### src/rtl/l2h_pkg.sv
// Shared types and helpers for the low-to-high width stream converter.
// Frame parser states and header sizing.
package l2h_pkg;

    typedef enum logic [1:0] {
        IDLE,
        ADDR,
        LEN,
        DATA
    } state_t;

    localparam logic [7:0] CMD_WRITE_DEFAULT = 8'hA5;

    function automatic int addr_words(input int addr_width, input int low_width);
        return (addr_width + low_width - 1) / low_width;
    endfunction

endpackage

### src/rtl/low_to_high_stream_if.sv
// Low-side word stream and high-side beat bus of the converter.
// The converter uses the slave view, the traffic source/sink the master view.
interface low_to_high_stream_if #(
    parameter int LOW_DATA_WIDTH = 8,
    parameter int ADDR_WIDTH     = 16,
    parameter int RATIO          = 4
);
    localparam int HIGH_DATA_WIDTH = LOW_DATA_WIDTH * RATIO;

    logic                       low_read_valid;
    logic                       low_read_ready;
    logic [LOW_DATA_WIDTH-1:0]  low_read_data;

    logic                       high_write_valid;
    logic                       high_write_ready;
    logic [ADDR_WIDTH-1:0]      high_write_addr;
    logic [HIGH_DATA_WIDTH-1:0] high_write_data;
    logic [RATIO-1:0]           high_write_strb;
    logic                       high_write_last;

    modport slave (
        input  low_read_valid,
        input  low_read_data,
        output low_read_ready,
        output high_write_valid,
        input  high_write_ready,
        output high_write_addr,
        output high_write_data,
        output high_write_strb,
        output high_write_last
    );

    modport master (
        output low_read_valid,
        output low_read_data,
        input  low_read_ready,
        input  high_write_valid,
        output high_write_ready,
        input  high_write_addr,
        input  high_write_data,
        input  high_write_strb,
        input  high_write_last
    );

endinterface

### src/rtl/l2h_out_reg.sv
// Single-entry valid/ready holding register for one high-side beat.
// can_load is high when a new beat may be written this cycle without loss.
module l2h_out_reg #(
    parameter int ADDR_WIDTH = 16,
    parameter int DATA_WIDTH = 32,
    parameter int STRB_WIDTH = 4
) (
    input  logic                  clk,
    input  logic                  rst_n,
    input  logic                  load,
    input  logic [ADDR_WIDTH-1:0] next_addr,
    input  logic [DATA_WIDTH-1:0] next_data,
    input  logic [STRB_WIDTH-1:0] next_strb,
    input  logic                  next_last,
    input  logic                  sink_ready,
    output logic                  valid,
    output logic [ADDR_WIDTH-1:0] addr,
    output logic [DATA_WIDTH-1:0] data,
    output logic [STRB_WIDTH-1:0] strb,
    output logic                  last,
    output logic                  can_load
);

    assign can_load = !valid || sink_ready;

    always_ff @(posedge clk or negedge rst_n) begin
        if (!rst_n) begin
            valid <= 1'b0;
            addr  <= '0;
            data  <= '0;
            strb  <= '0;
            last  <= 1'b0;
        end else if (load && can_load) begin
            valid <= 1'b1;
            addr  <= next_addr;
            data  <= next_data;
            strb  <= next_strb;
            last  <= next_last;
        end else if (sink_ready) begin
            valid <= 1'b0;
        end
    end

endmodule

### src/rtl/low_to_high_stream.sv
// Parses command/address/length framed low words and packs the payload
// into wide beats with incrementing addresses, strobes and a last flag.
module low_to_high_stream
    import l2h_pkg::*;
#(
    parameter int                        LOW_DATA_WIDTH = 8,
    parameter int                        ADDR_WIDTH     = 16,
    parameter int                        BRUST_SIZE_LOG = 2,
    parameter logic [LOW_DATA_WIDTH-1:0] CMD_WRITE      = LOW_DATA_WIDTH'(CMD_WRITE_DEFAULT),
    parameter int                        LEN_WIDTH      = 8
) (
    input  logic                      clk,
    input  logic                      rst_n,
    low_to_high_stream_if.slave       bus,
    output logic                      busy,
    output logic [7:0]                drop_count
);

    localparam int RATIO           = 1 << BRUST_SIZE_LOG;
    localparam int HIGH_DATA_WIDTH = LOW_DATA_WIDTH * RATIO;
    localparam int ADDR_WORDS      = addr_words(ADDR_WIDTH, LOW_DATA_WIDTH);
    localparam int AIW             = (ADDR_WORDS > 1) ? $clog2(ADDR_WORDS) : 1;
    localparam int AWIDE           = ADDR_WORDS * LOW_DATA_WIDTH;

    state_t                     state;
    state_t                     state_nxt;
    logic                       accept;
    logic [AIW-1:0]             addr_idx;
    logic [AWIDE-1:0]           addr_wide;
    logic [AWIDE-1:0]           addr_next;
    logic [ADDR_WIDTH-1:0]      beat_addr;
    logic [LEN_WIDTH-1:0]       len;
    logic [LEN_WIDTH-1:0]       k;
    logic [LEN_WIDTH-1:0]       len_word;
    logic [BRUST_SIZE_LOG-1:0]  lane;
    logic [HIGH_DATA_WIDTH-1:0] buf_data;
    logic [RATIO-1:0]           buf_strb;
    logic [HIGH_DATA_WIDTH-1:0] beat_data;
    logic [RATIO-1:0]           beat_strb;
    logic                       cmd_hit;
    logic                       addr_last;
    logic                       last_word;
    logic                       completes;
    logic                       can_load;

    assign accept    = bus.low_read_valid && bus.low_read_ready;
    assign cmd_hit   = bus.low_read_data == CMD_WRITE;
    assign addr_last = addr_idx == AIW'(ADDR_WORDS - 1);
    assign len_word  = bus.low_read_data[LEN_WIDTH-1:0];
    assign lane      = k[BRUST_SIZE_LOG-1:0];
    assign last_word = k == len - LEN_WIDTH'(1);
    assign completes = (state == DATA)
                     && ((lane == {BRUST_SIZE_LOG{1'b1}}) || last_word);

    assign beat_data = buf_data
                     | (HIGH_DATA_WIDTH'(bus.low_read_data) << (lane * LOW_DATA_WIDTH));
    assign beat_strb = buf_strb | (RATIO'(1) << lane);

    always_comb begin
        addr_next = addr_wide;
        addr_next[addr_idx*LOW_DATA_WIDTH +: LOW_DATA_WIDTH] = bus.low_read_data;
    end

    always_ff @(posedge clk or negedge rst_n) begin
        if (!rst_n) state <= IDLE;
        else        state <= state_nxt;
    end

    always_comb begin
        state_nxt = state;
        if (accept) begin
            unique case (state)
                IDLE: if (cmd_hit) state_nxt = ADDR;
                ADDR: if (addr_last) state_nxt = LEN;
                LEN:  state_nxt = (len_word == '0) ? IDLE : DATA;
                DATA: if (last_word) state_nxt = IDLE;
                default: state_nxt = IDLE;
            endcase
        end
    end

    // Stall a low word only if it would complete a beat that cannot be stored.
    always_comb begin
        bus.low_read_ready = rst_n && ((state != DATA) || !completes || can_load);
        busy               = (state != IDLE) || bus.high_write_valid;
    end

    always_ff @(posedge clk or negedge rst_n) begin
        if (!rst_n) begin
            drop_count <= '0;
            addr_idx   <= '0;
            addr_wide  <= '0;
            beat_addr  <= '0;
            len        <= '0;
            k          <= '0;
            buf_data   <= '0;
            buf_strb   <= '0;
        end else if (accept) begin
            unique case (state)
                IDLE: begin
                    if (!cmd_hit && drop_count != 8'hFF)
                        drop_count <= drop_count + 8'd1;
                    addr_idx <= '0;
                end
                ADDR: begin
                    addr_wide <= addr_next;
                    addr_idx  <= addr_last ? '0 : addr_idx + AIW'(1);
                    if (addr_last) beat_addr <= addr_next[ADDR_WIDTH-1:0];
                end
                LEN: begin
                    len      <= len_word;
                    k        <= '0;
                    buf_data <= '0;
                    buf_strb <= '0;
                end
                DATA: begin
                    k <= k + LEN_WIDTH'(1);
                    if (completes) begin
                        buf_data  <= '0;
                        buf_strb  <= '0;
                        beat_addr <= beat_addr + ADDR_WIDTH'(1);
                    end else begin
                        buf_data <= beat_data;
                        buf_strb <= beat_strb;
                    end
                end
                default: ;
            endcase
        end
    end

    l2h_out_reg #(
        .ADDR_WIDTH (ADDR_WIDTH),
        .DATA_WIDTH (HIGH_DATA_WIDTH),
        .STRB_WIDTH (RATIO)
    ) u_out_reg (
        .clk        (clk),
        .rst_n      (rst_n),
        .load       (accept && completes),
        .next_addr  (beat_addr),
        .next_data  (beat_data),
        .next_strb  (beat_strb),
        .next_last  (last_word),
        .sink_ready (bus.high_write_ready),
        .valid      (bus.high_write_valid),
        .addr       (bus.high_write_addr),
        .data       (bus.high_write_data),
        .strb       (bus.high_write_strb),
        .last       (bus.high_write_last),
        .can_load   (can_load)
    );

endmodule

### src/flat_wrapper.sv
// flat-port wrapper written by rule: the top's interface ports become plain ports
module low_to_high_stream_flat import l2h_pkg::*;
#(
    parameter int                        LOW_DATA_WIDTH = 8,
    parameter int                        ADDR_WIDTH     = 16,
    parameter int                        BRUST_SIZE_LOG = 2,
    parameter logic [LOW_DATA_WIDTH-1:0] CMD_WRITE      = LOW_DATA_WIDTH'(CMD_WRITE_DEFAULT),
    parameter int                        LEN_WIDTH      = 8
)
  (clk, rst_n, busy, drop_count, bus_low_read_valid, bus_low_read_data, bus_low_read_ready, bus_high_write_valid, bus_high_write_ready, bus_high_write_addr, bus_high_write_data, bus_high_write_strb, bus_high_write_last);
  low_to_high_stream_if #(.LOW_DATA_WIDTH(LOW_DATA_WIDTH), .ADDR_WIDTH(ADDR_WIDTH)) bus_i ();
  input  logic clk;
  input  logic rst_n;
  output logic busy;
  output logic [7:0] drop_count;
  input wire logic [$bits(bus_i.low_read_valid)-1:0] bus_low_read_valid;
  input wire logic [$bits(bus_i.low_read_data)-1:0] bus_low_read_data;
  output wire logic [$bits(bus_i.low_read_ready)-1:0] bus_low_read_ready;
  output wire logic [$bits(bus_i.high_write_valid)-1:0] bus_high_write_valid;
  input wire logic [$bits(bus_i.high_write_ready)-1:0] bus_high_write_ready;
  output wire logic [$bits(bus_i.high_write_addr)-1:0] bus_high_write_addr;
  output wire logic [$bits(bus_i.high_write_data)-1:0] bus_high_write_data;
  output wire logic [$bits(bus_i.high_write_strb)-1:0] bus_high_write_strb;
  output wire logic [$bits(bus_i.high_write_last)-1:0] bus_high_write_last;
  assign bus_i.low_read_valid = bus_low_read_valid;
  assign bus_i.low_read_data = bus_low_read_data;
  assign bus_low_read_ready = bus_i.low_read_ready;
  assign bus_high_write_valid = bus_i.high_write_valid;
  assign bus_i.high_write_ready = bus_high_write_ready;
  assign bus_high_write_addr = bus_i.high_write_addr;
  assign bus_high_write_data = bus_i.high_write_data;
  assign bus_high_write_strb = bus_i.high_write_strb;
  assign bus_high_write_last = bus_i.high_write_last;
  low_to_high_stream #(.LOW_DATA_WIDTH(LOW_DATA_WIDTH), .ADDR_WIDTH(ADDR_WIDTH), .BRUST_SIZE_LOG(BRUST_SIZE_LOG), .CMD_WRITE(CMD_WRITE), .LEN_WIDTH(LEN_WIDTH)) u_core (.clk(clk), .rst_n(rst_n), .bus(bus_i), .busy(busy), .drop_count(drop_count));
endmodule
### config.mk
export PLATFORM = sky130hd
export DESIGN_NAME = low_to_high_stream_flat
export DESIGN_NICKNAME = d
export VERILOG_FILES = /design/src/rtl/l2h_pkg.sv /design/src/rtl/low_to_high_stream_if.sv /design/src/rtl/l2h_out_reg.sv /design/src/rtl/low_to_high_stream.sv /design/src/flat_wrapper.sv
export SDC_FILE = /design/constraint.sdc
export NUM_CORES = 1
export LEC_CHECK = 0
export BUFFER_PORTS_ARGS = -buffer_cell sky130_fd_sc_hd__buf_2
export CORE_MARGIN = 2
export CORE_UTILIZATION = 53
export DETAILED_ROUTE_END_ITERATION = 7
export PLACE_DENSITY = 0.85
export SLEW_MARGIN = 5
export SYNTH_ARGS = -nofsm -noshare
export SYNTH_HDL_FRONTEND = slang
export SYNTH_SLANG_ARGS = --single-unit
export TNS_END_PERCENT = 5
### constraint.sdc
create_clock -name clk -period 2.96 [get_ports clk]
set_clock_uncertainty 0.15 [all_clocks]
set_input_delay 0.592 -clock clk [delete_from_list [all_inputs] [get_ports clk]]
set_output_delay 0.592 -clock clk [all_outputs]
set_load 0.03 [all_outputs]
==> flow_results.org <==
** Timing
- Static timing analysis puts the maximum clock frequency at 294 MHz.
- Final-report hold violation count :: 0
- Final worst slack :: -0.438 ns
- Headroom to the max-slew limit came out at 30.1%.
- Share of the cycle needed by the critical path after routing :: 115%
- Transition at the pin with the smallest max-transition slack :: 1.04 ns
- Setup repair after global routing could not meet its margin everywhere.
- Setup violations remaining at the end of the flow were counted as 45.
- Final sum of negative setup slack :: -4.21 ns
- Tmin final :: 3.40 ns
- Number of max-slew violations in the final report :: 0

** Min path
- Hold/Removal Path Class :: reg -> reg
- Counting instances, the worst hold path has a depth of 2.

** Setup path
- Of all nets on the critical path, the largest fanout is 3.
- The worst setup path is of the reg -> out kind.
- Element type at the critical path end :: primary output
- Data required time at the worst endpoint :: 2.22 ns
- The worst register-to-register path has a depth of 10.
- STA classifies the critical path startpoint as a flop.
- For the worst setup path, the data arrival time is 2.66 ns.

** Final layout
- The number of antenna diodes in the final layout is 0.
- Share of post-route cells with drive strength above 1 :: 28.4%
- Utilization of the core after routing :: 66.7%
- P&R area growth vs syn :: 22.2%
- Post-route cell area :: 8490 sq um
- The net count of the finished layout is 793.
- Counting the fill cells in the layout gives 938.
- Most used cells in the layout excluding fill and tap cells :: 149 x dfrtp_1, 73 x buf_2, 66 x nor2_1, 61 x a21oi_1, 59 x nand2_1
- Most common cell after layout, fill and taps aside :: dfrtp_1

** Global routing
- Total routing resource utilization after global routing :: 26.7%
- Entering global routing, the biggest net connects 75 pins.
- The first global-routing pass estimated 29700 um of wire.
- Initial antenna violation count :: 0
- Overall overflow remaining after global route :: 0
- Via count of the first global-routing pass :: 5911

** Power
- Switching power summed over all nets :: 3930 uW
- IR drop worst, VDD :: 0.561 mV
- Ratio of total power to cell area :: 1150 nW/um^2
- Proportion of total power due to net switching :: 40.4%
- Total leakage power :: 0.00405 uW
- Power Internal :: 5790 uW
- Combinational logic is responsible for 41.5% of the overall power.
- The clock network burns 22.2% of the power.
- Part of the power in registers :: 36.3%

** Synth
- Synthesis produced a netlist with a net count of 694.
- In this run the biggest area consumer among cell types represents 53.7% of the synthesized area.
- Synth area leader :: dfrtp_1
- Summing the sequential cell areas from Yosys gives 53.7% of the chip area.
- The synthesized design contains 149 register bits.
- The cell count after synthesis came out at 675.
- Yosys cell types :: 60
- Post-synth EDFFs :: 0
- Among all flip-flop cells after synthesis, the most frequent one is dfrtp_1.
- Of all flip-flops after synthesis, the portion carrying an async set or reset was 100%.
- By area the synthesized netlist is led by dfrtp_1 54%, mux2_2 6.2%, a21oi_1 4.5%.
- Yosys printed 0 warnings.
- A synthesized cell averages 10.3 sq um.
- Mapped cell area :: 6950 sq um

** Die
- 76 I/O pins were placed.
- The core region is 12700 sq um.
- Height of the die :: 118 um
- For this configuration, the core starts out at a cell density of 54.6%.
- Standard-cell row count :: 41
- Horizontal die dimension :: 118 um
- The die covers 14000 sq um.

** Placed design
- At the end of routability-driven placement, the weighted congestion stood at 0.857.
- The placed instances occupy a cell area of 7710 sq um.
- During placement, the flow inserted port buffers numbering 75.
- Detailed placement finished with a half-perimeter wire length of 11700 um.

** Clock network
- Clock latency on the worst-skew pair, taken at its later pin, is 0.43 ns.
- Clock Pin Slew Worst Setup and Hold Paths :: 0.06 ns
- Counting along the longest clock path gives a buffer depth of 2.
- Total clock buffers created by CTS :: 17
- TritonCTS built the clock tree.
- Clk root buf :: clkbuf_16
- H-tree level count :: 4
- Clock sinks :: 149

** Detailed routing
- After detailed routing, the number of remaining DRC violations is 0.
- Average routed wire per standard cell :: 19.6 um
- After detailed routing, the total wire length is 18800 um.
- Initial DRT Pass Iterations :: 7
- The first routing iteration left 742 violations.
- Via-to-Cell Ratio :: 6.25
- The detailed router placed 5992 vias in this run.
- Post-route ant nets :: 0

** Status
- Failing checks :: negative setup slack
- Run status :: finished with violations

** Run
- Number of violations of the max-capacitance limit :: 0
[critical path, stage by stage, from the launching register on]
cell	delay [ns]
dfrtp_1	0.41
or4_4	0.56
or4_1	0.41
o211ai_1	0.15
o211a_1	0.24
nor2_2	0.06
o31a_1	0.26
buf_6	0.14
[cell type report]
class / instances / area [sq um] / area share (%)
Clock buffer: 21 / 450 / 5.31
Multi-Input combinational cell: 473 / 3110 / 36.6
Inverter: 7 / 26.3 / 0.310
Timing Repair Buffer: 126 / 830 / 9.77
Tap cell: 172 / 215 / 2.54
Sequential cell: 149 / 3730 / 43.9
Clock inverter: 10 / 131 / 1.55
[power by group through the flow]
stage / Combinational [uW] / Sequential (uW) / Clock (uW)
after CTS: 3920 / 3490 / 2160
after floorplan: 2100 / 3990 / 0
after detailed placement: 3820 / 3500 / 0
after global routing: 4380 / 3620 / 2250
final: 4040 / 3530 / 2160
after global placement: 3670 / 3440 / 0
[synth_stat cells (4+ instances only)]
| master | number |
|---|---|
| ha_1 | 7 |
| nand2b_1 | 4 |
| a21oi_1 | 62 |
| inv_1 | 7 |
| a22oi_1 | 4 |
| o211ai_1 | 5 |
| dfrtp_1 | 149 |
| nor2b_1 | 4 |
| nand4_1 | 9 |
| o22a_1 | 8 |
| o21ai_0 | 56 |
| nor2_1 | 68 |
| and3_1 | 9 |
| xor2_1 | 6 |
| buf_2 | 8 |
| mux2_2 | 38 |
| nand2_1 | 59 |
| nand3_1 | 15 |
| a31oi_1 | 34 |
| o22ai_1 | 4 |
| mux2_4 | 8 |
| xnor2_1 | 8 |
| clkbuf_1 | 37 |
| mux2i_1 | 10 |
[stage by stage]
stage          setup slack (ns)  hold slack, ns  total power, uW  instances
2_1_floorplan           0.00733           0.146             6090        675
3_3_place_gp             -0.172           0.261             7110        913
3_5_place_dp             -0.317           0.264             7320        913
4_1_cts                  -0.430           0.336             9570        949
5_1_grt                  -0.499           0.350            10300        958
6_report                 -0.438           0.327             9720        958
[metal layers]
layer / wire length (um) / share of wire, % / global-route usage, % / up-vias
met2: 9410 / 50 / 43.4 / 348
met5: 0 / 0 / 0 / -
met1: 7290 / 39 / 34.1 / 2947
met4: 625 / 3.3 / 13.2 / 0
met3: 1460 / 7.8 / 5.69 / 71
li1: - / - / - / 2626
[registers in the layout (all words and copies together) (netlist names)]
signal                  flops
u_core.buf_data            32
u_core.u_out_reg.data      32
u_core.addr_wide           16
u_core.beat_addr           16
u_core.u_out_reg.addr      16
u_core.drop_count           8
u_core.k                    8
u_core.len                  8
u_core.buf_strb             4
u_core.u_out_reg.strb       4
u_core.state                2
u_core.addr_idx             1
u_core.u_out_reg.last       1
u_core.u_out_reg.valid      1
[kinds of logic (layout without fill, tap and decap cells)]
logic type,count (synthesis),in the layout,share of synthesized area [%]
AND/OR/NAND/NOR,193,195,13.0
buffers and inverters,55,164,3.33
AO/OA/AOI/OAI,201,201,17.6
XOR/XNOR,14,14,1.77
adder cells (fa/ha/maj),7,7,1.26
flip-flops,149,149,53.7
multiplexers,56,56,9.33
[final timing paths]
| check | slack, ns | startpoint | end |
|---|---|---|---|
| max in group asynchronous | 0.57 | rst_n | u_core.len[6] |
| min in group asynchronous | 0.41 | rst_n | u_core.buf_strb[3] |
| min | 0.33 | u_core.u_out_reg.data[3] | u_core.u_out_reg.data[3] |
| min reg2reg | 0.33 | u_core.u_out_reg.data[3] | u_core.u_out_reg.data[3] |
| max reg2reg | -0.21 | u_core.len[2] | u_core.addr_wide[5] |
| max | -0.44 | u_core.len[2] | bus_low_read_ready |
[timing repair]
item                       4_1_cts  5_1_grt
pin swaps                        5        8
resized for setup                7       27
cloned                           0        2
hold buffers                     1        0
setup endpoints to repair       86      184
setup buffers                    4        7
hold endpoints to repair         8        0
(Power assumes the default switching activity.)
